File: config.mk
export PLATFORM = sky130hd
export DESIGN_NAME = lif_neurons_axi4s
export DESIGN_NICKNAME = d
export VERILOG_FILES = /design/src/rtl/lif_neurons_axi4s_pkg.sv /design/src/rtl/lif_neurons_axi4s_neuron.sv /design/src/rtl/lif_neurons_axi4s.sv
export SDC_FILE = /design/constraint.sdc
export NUM_CORES = 1
export LEC_CHECK = 0
export BUFFER_PORTS_ARGS = -buffer_cell sky130_fd_sc_hd__buf_2
export CORE_UTILIZATION = 50
export DETAILED_ROUTE_END_ITERATION = 7
export PLACE_DENSITY = 0.68
export REMOVE_ABC_BUFFERS = 1
export SYNTH_ARGS = -nofsm -noshare
export SYNTH_HDL_FRONTEND = slang
export SYNTH_SLANG_ARGS = --single-unit
File: constraint.sdc
create_clock -name clk -period 8.95 [get_ports clk]
set_input_delay 0.4475 -clock clk [delete_from_list [all_inputs] [get_ports clk]]
set_output_delay 0.4475 -clock clk [all_outputs]
set_load 0.02 [all_outputs]
File: src/rtl/lif_neurons_axi4s_pkg.sv
// Shared widths, saturation bounds and helpers for the LIF neuron array.
package lif_neurons_axi4s_pkg;
   localparam int LANE_W = 16;
   localparam int ACC_W  = 18;
   localparam int REF_W  = 4;

   typedef logic signed [LANE_W-1:0] lane_t;
   typedef logic signed [ACC_W-1:0]  acc_t;
   typedef logic        [REF_W-1:0]  ref_t;

   localparam acc_t SAT_MAX = 18'sd32767;
   localparam acc_t SAT_MIN = -18'sd32768;

   function automatic acc_t sext(input lane_t x);
      return {{(ACC_W-LANE_W){x[LANE_W-1]}}, x};
   endfunction

   function automatic lane_t sat_lane(input acc_t a);
      if (a > SAT_MAX) return SAT_MAX[LANE_W-1:0];
      if (a < SAT_MIN) return SAT_MIN[LANE_W-1:0];
      return a[LANE_W-1:0];
   endfunction
endpackage

File: src/rtl/lif_neurons_axi4s_neuron.sv
// One leaky integrate-and-fire lane: membrane, leak, saturation, threshold, refractory.
module lif_neuron
   import lif_neurons_axi4s_pkg::*;
#(
   parameter lane_t THRESHOLD  = 16'sd1000,
   parameter int    LEAK_SHIFT = 4,
   parameter int    REFRACTORY = 2
) (
   input  logic  clk,
   input  logic  reset,
   input  logic  en,
   input  logic  lane_vld,
   input  lane_t cur,
   output logic  spike
);
   lane_t v;
   ref_t  ref_cnt;
   acc_t  sum;
   lane_t sat;
   logic  in_ref;

   always_comb begin
      sum    = sext(v) - sext(v >>> LEAK_SHIFT) + (lane_vld ? sext(cur) : '0);
      sat    = sat_lane(sum);
      in_ref = (ref_cnt != '0);
      spike  = !in_ref && (sat >= THRESHOLD);
   end

   // State moves only on accepted beats, so a stalled stream does not leak.
   always_ff @(posedge clk) begin
      if (reset) begin
         v       <= '0;
         ref_cnt <= '0;
      end else if (en) begin
         if (in_ref) begin
            v       <= '0;
            ref_cnt <= ref_cnt - ref_t'(1);
         end else if (spike) begin
            v       <= '0;
            ref_cnt <= ref_t'(REFRACTORY);
         end else begin
            v       <= sat;
         end
      end
   end
endmodule

File: src/rtl/lif_neurons_axi4s.sv
// AXI4-Stream wrapper: one timestep per accepted beat, registered spike vector out.
module lif_neurons_axi4s
   import lif_neurons_axi4s_pkg::*;
#(
   parameter int    NUM_NEURONS = 8,
   parameter lane_t THRESHOLD   = 16'sd1000,
   parameter int    LEAK_SHIFT  = 4,
   parameter int    REFRACTORY  = 2
) (
   input  logic                          clk,
   input  logic                          reset,
   input  logic [NUM_NEURONS*LANE_W-1:0] s_axis_tdata,
   input  logic [NUM_NEURONS-1:0]        s_axis_tvalid,
   output logic                          s_axis_tready,
   output logic [NUM_NEURONS-1:0]        m_axis_tdata,
   output logic [15:0]                   m_axis_tstep,
   output logic                          m_axis_tvalid,
   input  logic                          m_axis_tready
);
   logic [NUM_NEURONS-1:0] spikes;
   logic [15:0]            tstep_cnt;
   logic                   accept;

   assign s_axis_tready = !m_axis_tvalid || m_axis_tready;
   assign accept        = (|s_axis_tvalid) && s_axis_tready;

   for (genvar i = 0; i < NUM_NEURONS; i++) begin : gen_lane
      lif_neuron #(
         .THRESHOLD (THRESHOLD),
         .LEAK_SHIFT(LEAK_SHIFT),
         .REFRACTORY(REFRACTORY)
      ) u_neuron (
         .clk     (clk),
         .reset   (reset),
         .en      (accept),
         .lane_vld(s_axis_tvalid[i]),
         .cur     (s_axis_tdata[LANE_W*i +: LANE_W]),
         .spike   (spikes[i])
      );
   end

   // Accept overrides drain so a same-cycle handshake reloads without a bubble.
   always_ff @(posedge clk) begin
      if (reset) begin
         m_axis_tvalid <= 1'b0;
         m_axis_tdata  <= '0;
         m_axis_tstep  <= '0;
         tstep_cnt     <= '0;
      end else if (accept) begin
         m_axis_tvalid <= 1'b1;
         m_axis_tdata  <= spikes;
         m_axis_tstep  <= tstep_cnt;
         tstep_cnt     <= tstep_cnt + 16'd1;
      end else if (m_axis_tready) begin
         m_axis_tvalid <= 1'b0;
      end
   end
endmodule

==> run summary, run 1 <==
post-route setup TNS: 0 ns
top post-synthesis cells by area: dfxtp_1 19%, ha_1 16%, a21oi_1 5.8%
Seq/Total Area, Yosys: 0.191
RSZ-0062 raised after global routing: no
Num CTS Buffers: 23
number of synthesized flops with an enable pin: 0
Final Util: 0.560
Clk Latency, worst-skew pair: 0.50 ns
Yosys cell types: 78
FP Rows: 74
status: finished, violations left
WL/cell: 15.7 um
final slew viol count: 0
FF/Latch Area: 4020 um^2
GRT Total Usage: 0.249
fin crit share: 0.648
Worst-Margin Slew: 1.05 ns
vias per inst: 5.80
Max Freq: 172 MHz
vias in the first global route: 19500
total number of vias: 20200
core area: 41100 um^2
kind of critical path: reg -> reg
Critical Path Fanout Max: 13
io pins: 165
arrival time at the worst endpoint: 6.23 ns
clock tree sinks: 201
Rel. slew slack: 0.303
DRC violations left: 7
pin count of the biggest net entering global routing: 73
first-pass GRT wire length: 91.5 mm
maxcap violations: 0
Warnings, synthesis: 0
Initial DRC Count: 1072
Final HPWL DP: 43.2 mm
critical path startpoint category: flop
Mapped Cells: 2825
gpl congestion: 0.920
Post-synth top cells: 271 x ha_1, 257 x inv_1, 244 x a21oi_1
failing checks: design-rule violations
Die Y: 207 um
CTS Hold Buffers Added: 0
htree depth: 1
Die Area: 42900 um^2
total congestion overflow: 0
Root Buffer Master: clkbuf_16
Fin. Hold Viols: 0
flops & latches, synth: 201
Synth async-reset ratio: 0
Hold Crit Class: in -> reg
drt pass-1 iters: 8
ant diodes: 0
post-cts resize count: 0
Worst setup EP type: flop
Crit path required time: 9.38 ns
CTS clk-pin slew, worst paths: 0.06 ns
port buffer count: 164
Layout Nets: 3370
antenna viol nets, final: 0
setup bufs post-CTS: 0
Area Growth Syn to Fin: 9.56%
share of cells above drive strength 1: 0.0849
die width: 207 um
Fill cells: 4004
multi-input logic area: 15700 um^2
Initial Util: 0.511
WL final: 54.7 mm
Tmin final: 5.80 ns
Clock Tree Buf Depth: 3
synthesized area: 21000 um^2
final count of negative-setup-slack endpoints: 0
average size of a mapped cell: 7.44 um^2
clk_skew: 0.00627 ns
Yosys top cell area share: 0.191
Synth Flop Type: dfxtp_1
leading area contributor after synthesis: dfxtp_1
CTS tree: yes
most numerous cell in the Yosys netlist: ha_1
initial antenna violation count: 1
through the flow:
stage | cell area, um^2 | setup WS [ns] | cells | hold WS (ns)
final | 23000 | 3.15 | 3490 | 0.330
after global routing | 23000 | 2.63 | 3490 | 0.334
after CTS | 23000 | 3.08 | 3490 | 0.315
after detailed placement | 22300 | 3.10 | 3451 | 0.450
after global placement | 22300 | 3.23 | 3451 | 0.441
after floorplan | 20700 | 3.44 | 2744 | 0.426
layer usage:
layer,part of all wire,track usage,vias up
met5,0,0,-
met2,0.46,0.432,484
met1,0.47,0.332,9326
met3,0.049,0.0221,74
li1,-,-,10400
met4,0.021,0.0651,0
area by class of cell:
cell class                 instances  share of cell area
tap                              532              0.0289
timing repair buffer             175              0.0393
clock buffer                      31              0.0285
sequential                       201               0.175
inverter                         257              0.0419
multi-input combinational       2286               0.683
clock inverter                     8             0.00337
final timing paths:
check / depth (start not counted) / start / to / slack (ns)
setup / recovery: 22 / gen_lane[0].u_neuron.v[0] / gen_lane[0].u_neuron.v[5] / 3.15
hold / removal: 2 / reset / m_axis_tdata[4] / 0.33
hold reg to reg: 2 / gen_lane[2].u_neuron.v[15] / gen_lane[2].u_neuron.v[15] / 0.46
setup reg to reg: 22 / gen_lane[0].u_neuron.v[0] / gen_lane[0].u_neuron.v[5] / 3.15
critical path: stages (launching register included):
cell	delay, ns
dfxtp_1	0.33
inv_1	0.05
ha_1	0.21
fa_1	0.41
nor2b_1	0.11
o21ai_0	0.11
a21boi_0	0.24
o21ai_0	0.14
a21boi_0	0.24
o21ai_0	0.13
a21o_1	0.20
a211oi_1	0.28
o21ai_0	0.13
a31oi_1	0.23
ha_1	0.33
inv_1	0.16
a21oi_1	0.06
o21a_1	0.18
or4_1	0.44
a2111oi_0	0.46
a31oi_1	0.26
nor3_2	0.79
a22o_1	0.24
registers in the layout, summed over array words and instances, names as in the netlist:
register / flops
gen_lane.u_neuron.ref_cnt: 32
gen_lane.u_neuron.v: 128
m_axis_tdata: 8
m_axis_tstep: 16
m_axis_tvalid: 1
tstep_cnt: 16
logic make-up after synthesis:
logic type,Yosys count,synth area share
flip-flops,201,0.191
multiplexers,10,0.00512
AND/OR/NAND/NOR,908,0.214
XOR/XNOR,178,0.0742
adder cells (fa/ha/maj),287,0.177
AO/OA/AOI/OAI,903,0.278
buffers and inverters,338,0.0606
cell usage in the layout (no fill, tap or decap), drive strengths merged, types with 18 or more instances in the layout:
master,instances
o31ai,26
nand3,59
nand2b,32
a21oi,246
xor2,66
o21a,26
a22o,20
and2,141
dfxtp,201
clkbuf,31
nor3,55
buf,175
a211oi,32
nand2,215
a21boi,35
nor2,228
a21o,74
nor2b,53
o211ai,18
a31oi,38
o21ai,190
and3,23
or3,27
xnor2,112
inv,258
o22ai,63
ha,271
Power of run 1 is left out: the tool's default activity adds up to more than one toggle a clock period on the data nets, which glitch-free logic cannot reach.
==> run 2, diff against run 1 <==
ABC_AREA = 1   (was unset)
PLACE_DENSITY = 0.71   (was 0.68)
clock period = 4.85 ns   (was 8.95 ns; I/O delays follow)
==> run 2 against run 1 <==
Compared with the run above:
- clock skew rose by 0.0049 ns
- highest routed layer unchanged
- the flow now finishes without violations
- worst setup slack got worse by 2.9 ns
- largest cell class unchanged
- critical path depth rose by 10
==> run summary, run 2 <==
Worst setup EP type: flop
final count of negative-setup-slack endpoints: 0
number of synthesized flops with an enable pin: 0
pin count of the biggest net entering global routing: 73
ant diodes: 0
r2r setup slk: 0.26 ns
fin crit share: 0.946
Post-Synth Adder-Cell Area: 0.158
maxcap violations: 0
Layout Nets: 4470
io pins: 165
Root Buffer Master: clkbuf_16
clk_skew: 0.0112 ns
status: finished clean
placed cells: 4605
post-synthesis mux area share: 0
leading area contributor after synthesis: dfxtp_1
Yosys top cell area share: 0.171
largest family of logic cells by synthesized area: simple AND/OR/NAND/NOR gates
critical path startpoint category: flop
Area Growth Syn to Fin: 13.5%
FP Rows: 79
WHS: 0.0607 ns
Max Freq: 218 MHz
Fill cells: 4721
slowest stage cell, crit path: ha_1
DRC violations left: 0
Clock Tree Buf Depth: 3
biggest regs: gen_lane.u_neuron.v x128, gen_lane.u_neuron.ref_cnt x32
Die Y: 219 um
Rel. slew slack: 0.279
Reg2Reg Depth: 32
worst hold start: m_axis_tready
Synth async-reset ratio: 0
Crit path required time: 5.28 ns
Final HPWL DP: 46.2 mm
synthesized area: 23500 um^2
Hold Crit Class: in -> reg
share of cells above drive strength 1: 0.115
r2r startpoint: gen_lane[0].u_neuron.v[6]
commonest non-fill, non-tap cell in the layout: nand2_1
Die Area: 47900 um^2
Clk Latency, worst-skew pair: 0.51 ns
arrival time at the worst endpoint: 5.02 ns
total number of vias: 23600
Post-synth top cells: 1031 x nand2_1, 686 x inv_1, 403 x a21oi_1
Hold EP: m_axis_tvalid
simple-gate share of the synthesized area: 0.305
most numerous cell in the Yosys netlist: nand2_1
final slew viol count: 0
drt pass-1 iters: 6
reg2reg end: gen_lane[0].u_neuron.v[5]
Most flops, register: gen_lane.u_neuron.v
Synth Area in Compound Gates: 0.157
vias per inst: 5.05
vias in the first global route: 21500
port buffer count: 164
kind of critical path: reg -> reg
Worst-Margin Slew: 1.08 ns
CTS clk-pin slew, worst paths: 0.06 ns
max reg flops: 128
Tmin final: 4.59 ns
Post-Synth XOR/XNOR Area: 0.0790
Num CTS Buffers: 23
htree depth: 1
hold depth: 4
gpl congestion: 0.921
Initial DRC Count: 1283
WL final: 58.6 mm
CTS Hold Buffers Added: 0
antenna viol nets, final: 0
initial antenna violation count: 0
Warnings, synthesis: 0
most frequent cells in the layout: 1012 x nand2_1, 678 x inv_1, 375 x a21oi_1, 306 x nor2_1, 255 x ha_1
die width: 219 um
Synth Flop Type: dfxtp_1
Yosys cell types: 50
core area: 46500 um^2
top post-synthesis cells by area: dfxtp_1 17%, nand2_1 16%, ha_1 14%
Post-Layout Cell Count: 4668
Critical Path Fanout Max: 9
Worst path most repeated cell: nand2_1
CTS tree: yes
GRT Total Usage: 0.237
first-pass GRT wire length: 96.5 mm
Fin. Hold Viols: 0
WL/cell: 12.6 um
clock tree sinks: 201
Initial Util: 0.506
flops & latches, synth: 201
average size of a mapped cell: 6.07 um^2
Seq/Total Area, Yosys: 0.171
total congestion overflow: 0
Mapped Cells: 3869
slowest stage delay, CP: 0.38 ns
run 2: metal layers:
layer | global-route usage | up-vias | part of all wire
li1 | - | 12700 | -
met1 | 0.321 | 10400 | 0.49
met2 | 0.413 | 403 | 0.46
met3 | 0.0154 | 62 | 0.033
met4 | 0.0458 | 0 | 0.015
met5 | 0 | - | 0
run 2: final cells by class:
class                           count  area (um^2)  area share
Multi-Input combinational cell   2891        17100       0.641
Sequential cell                   201         4030       0.151
Inverter                          691         2600      0.0976
Timing Repair Buffer              236         1380      0.0518
Tap cell                          607          759      0.0285
Clock buffer                       32          679      0.0255
Clock inverter                     10          110     0.00413
run 2: kinds of logic after synthesis:
family / after synthesis
and+or+nand+nor: 1720
buffers and inverters: 781
AOI/OAI and AO/OA: 668
adders and majority gates: 287
xor gates and xnor gates: 212
DFF: 201
run 2: worst max-delay path by stage:
stage,start,to
final,gen_lane[0].u_neuron.v[6],gen_lane[0].u_neuron.v[5]
after global routing,gen_lane[0].u_neuron.v[6],gen_lane[0].u_neuron.v[14]
after CTS,gen_lane[4].u_neuron.v[0],gen_lane[4].u_neuron.ref_cnt[1]
after detailed placement,gen_lane[4].u_neuron.v[0],gen_lane[4].u_neuron.ref_cnt[1]
after global placement,gen_lane[4].u_neuron.v[0],gen_lane[4].u_neuron.ref_cnt[1]
after floorplan,m_axis_tvalid,gen_lane[4].u_neuron.v[2]
run 2: per-stage QoR:
| step | worst slack, ns | setup TNS, ns | instance area, um^2 | util |
|---|---|---|---|---|
| 3_5_place_dp | 0.0318 | 0 | 25100 | 0.539 |
| 5_1_grt | -0.0852 | -1.36 | 26700 | 0.574 |
| 6_report | 0.261 | 0 | 26700 | 0.574 |
| 4_1_cts | 0.00722 | 0 | 25800 | 0.556 |
| 2_1_floorplan | -0.914 | -88.99 | 23000 | - |
| 3_3_place_gp | 0.0557 | 0 | 25100 | 0.539 |
run 2: timing repair:
item	in CTS	in global routing
endpoints found under the setup margin	0	160
endpoints found under the hold margin	0	0
gates resized for setup	0	192
buffers inserted	0	17
run 2: worst max-delay path, delay by kind of cell, from the launching register on:
kind	cells	cell delay (ns)
adders and majority gates	2	0.73
DFF	1	0.35
and+or+nand+nor	16	1.45
AOI/OAI and AO/OA	8	1.25
buffers and inverters	5	0.47
xor gates and xnor gates	1	0.22
Power of run 2 is left out for the same reason.
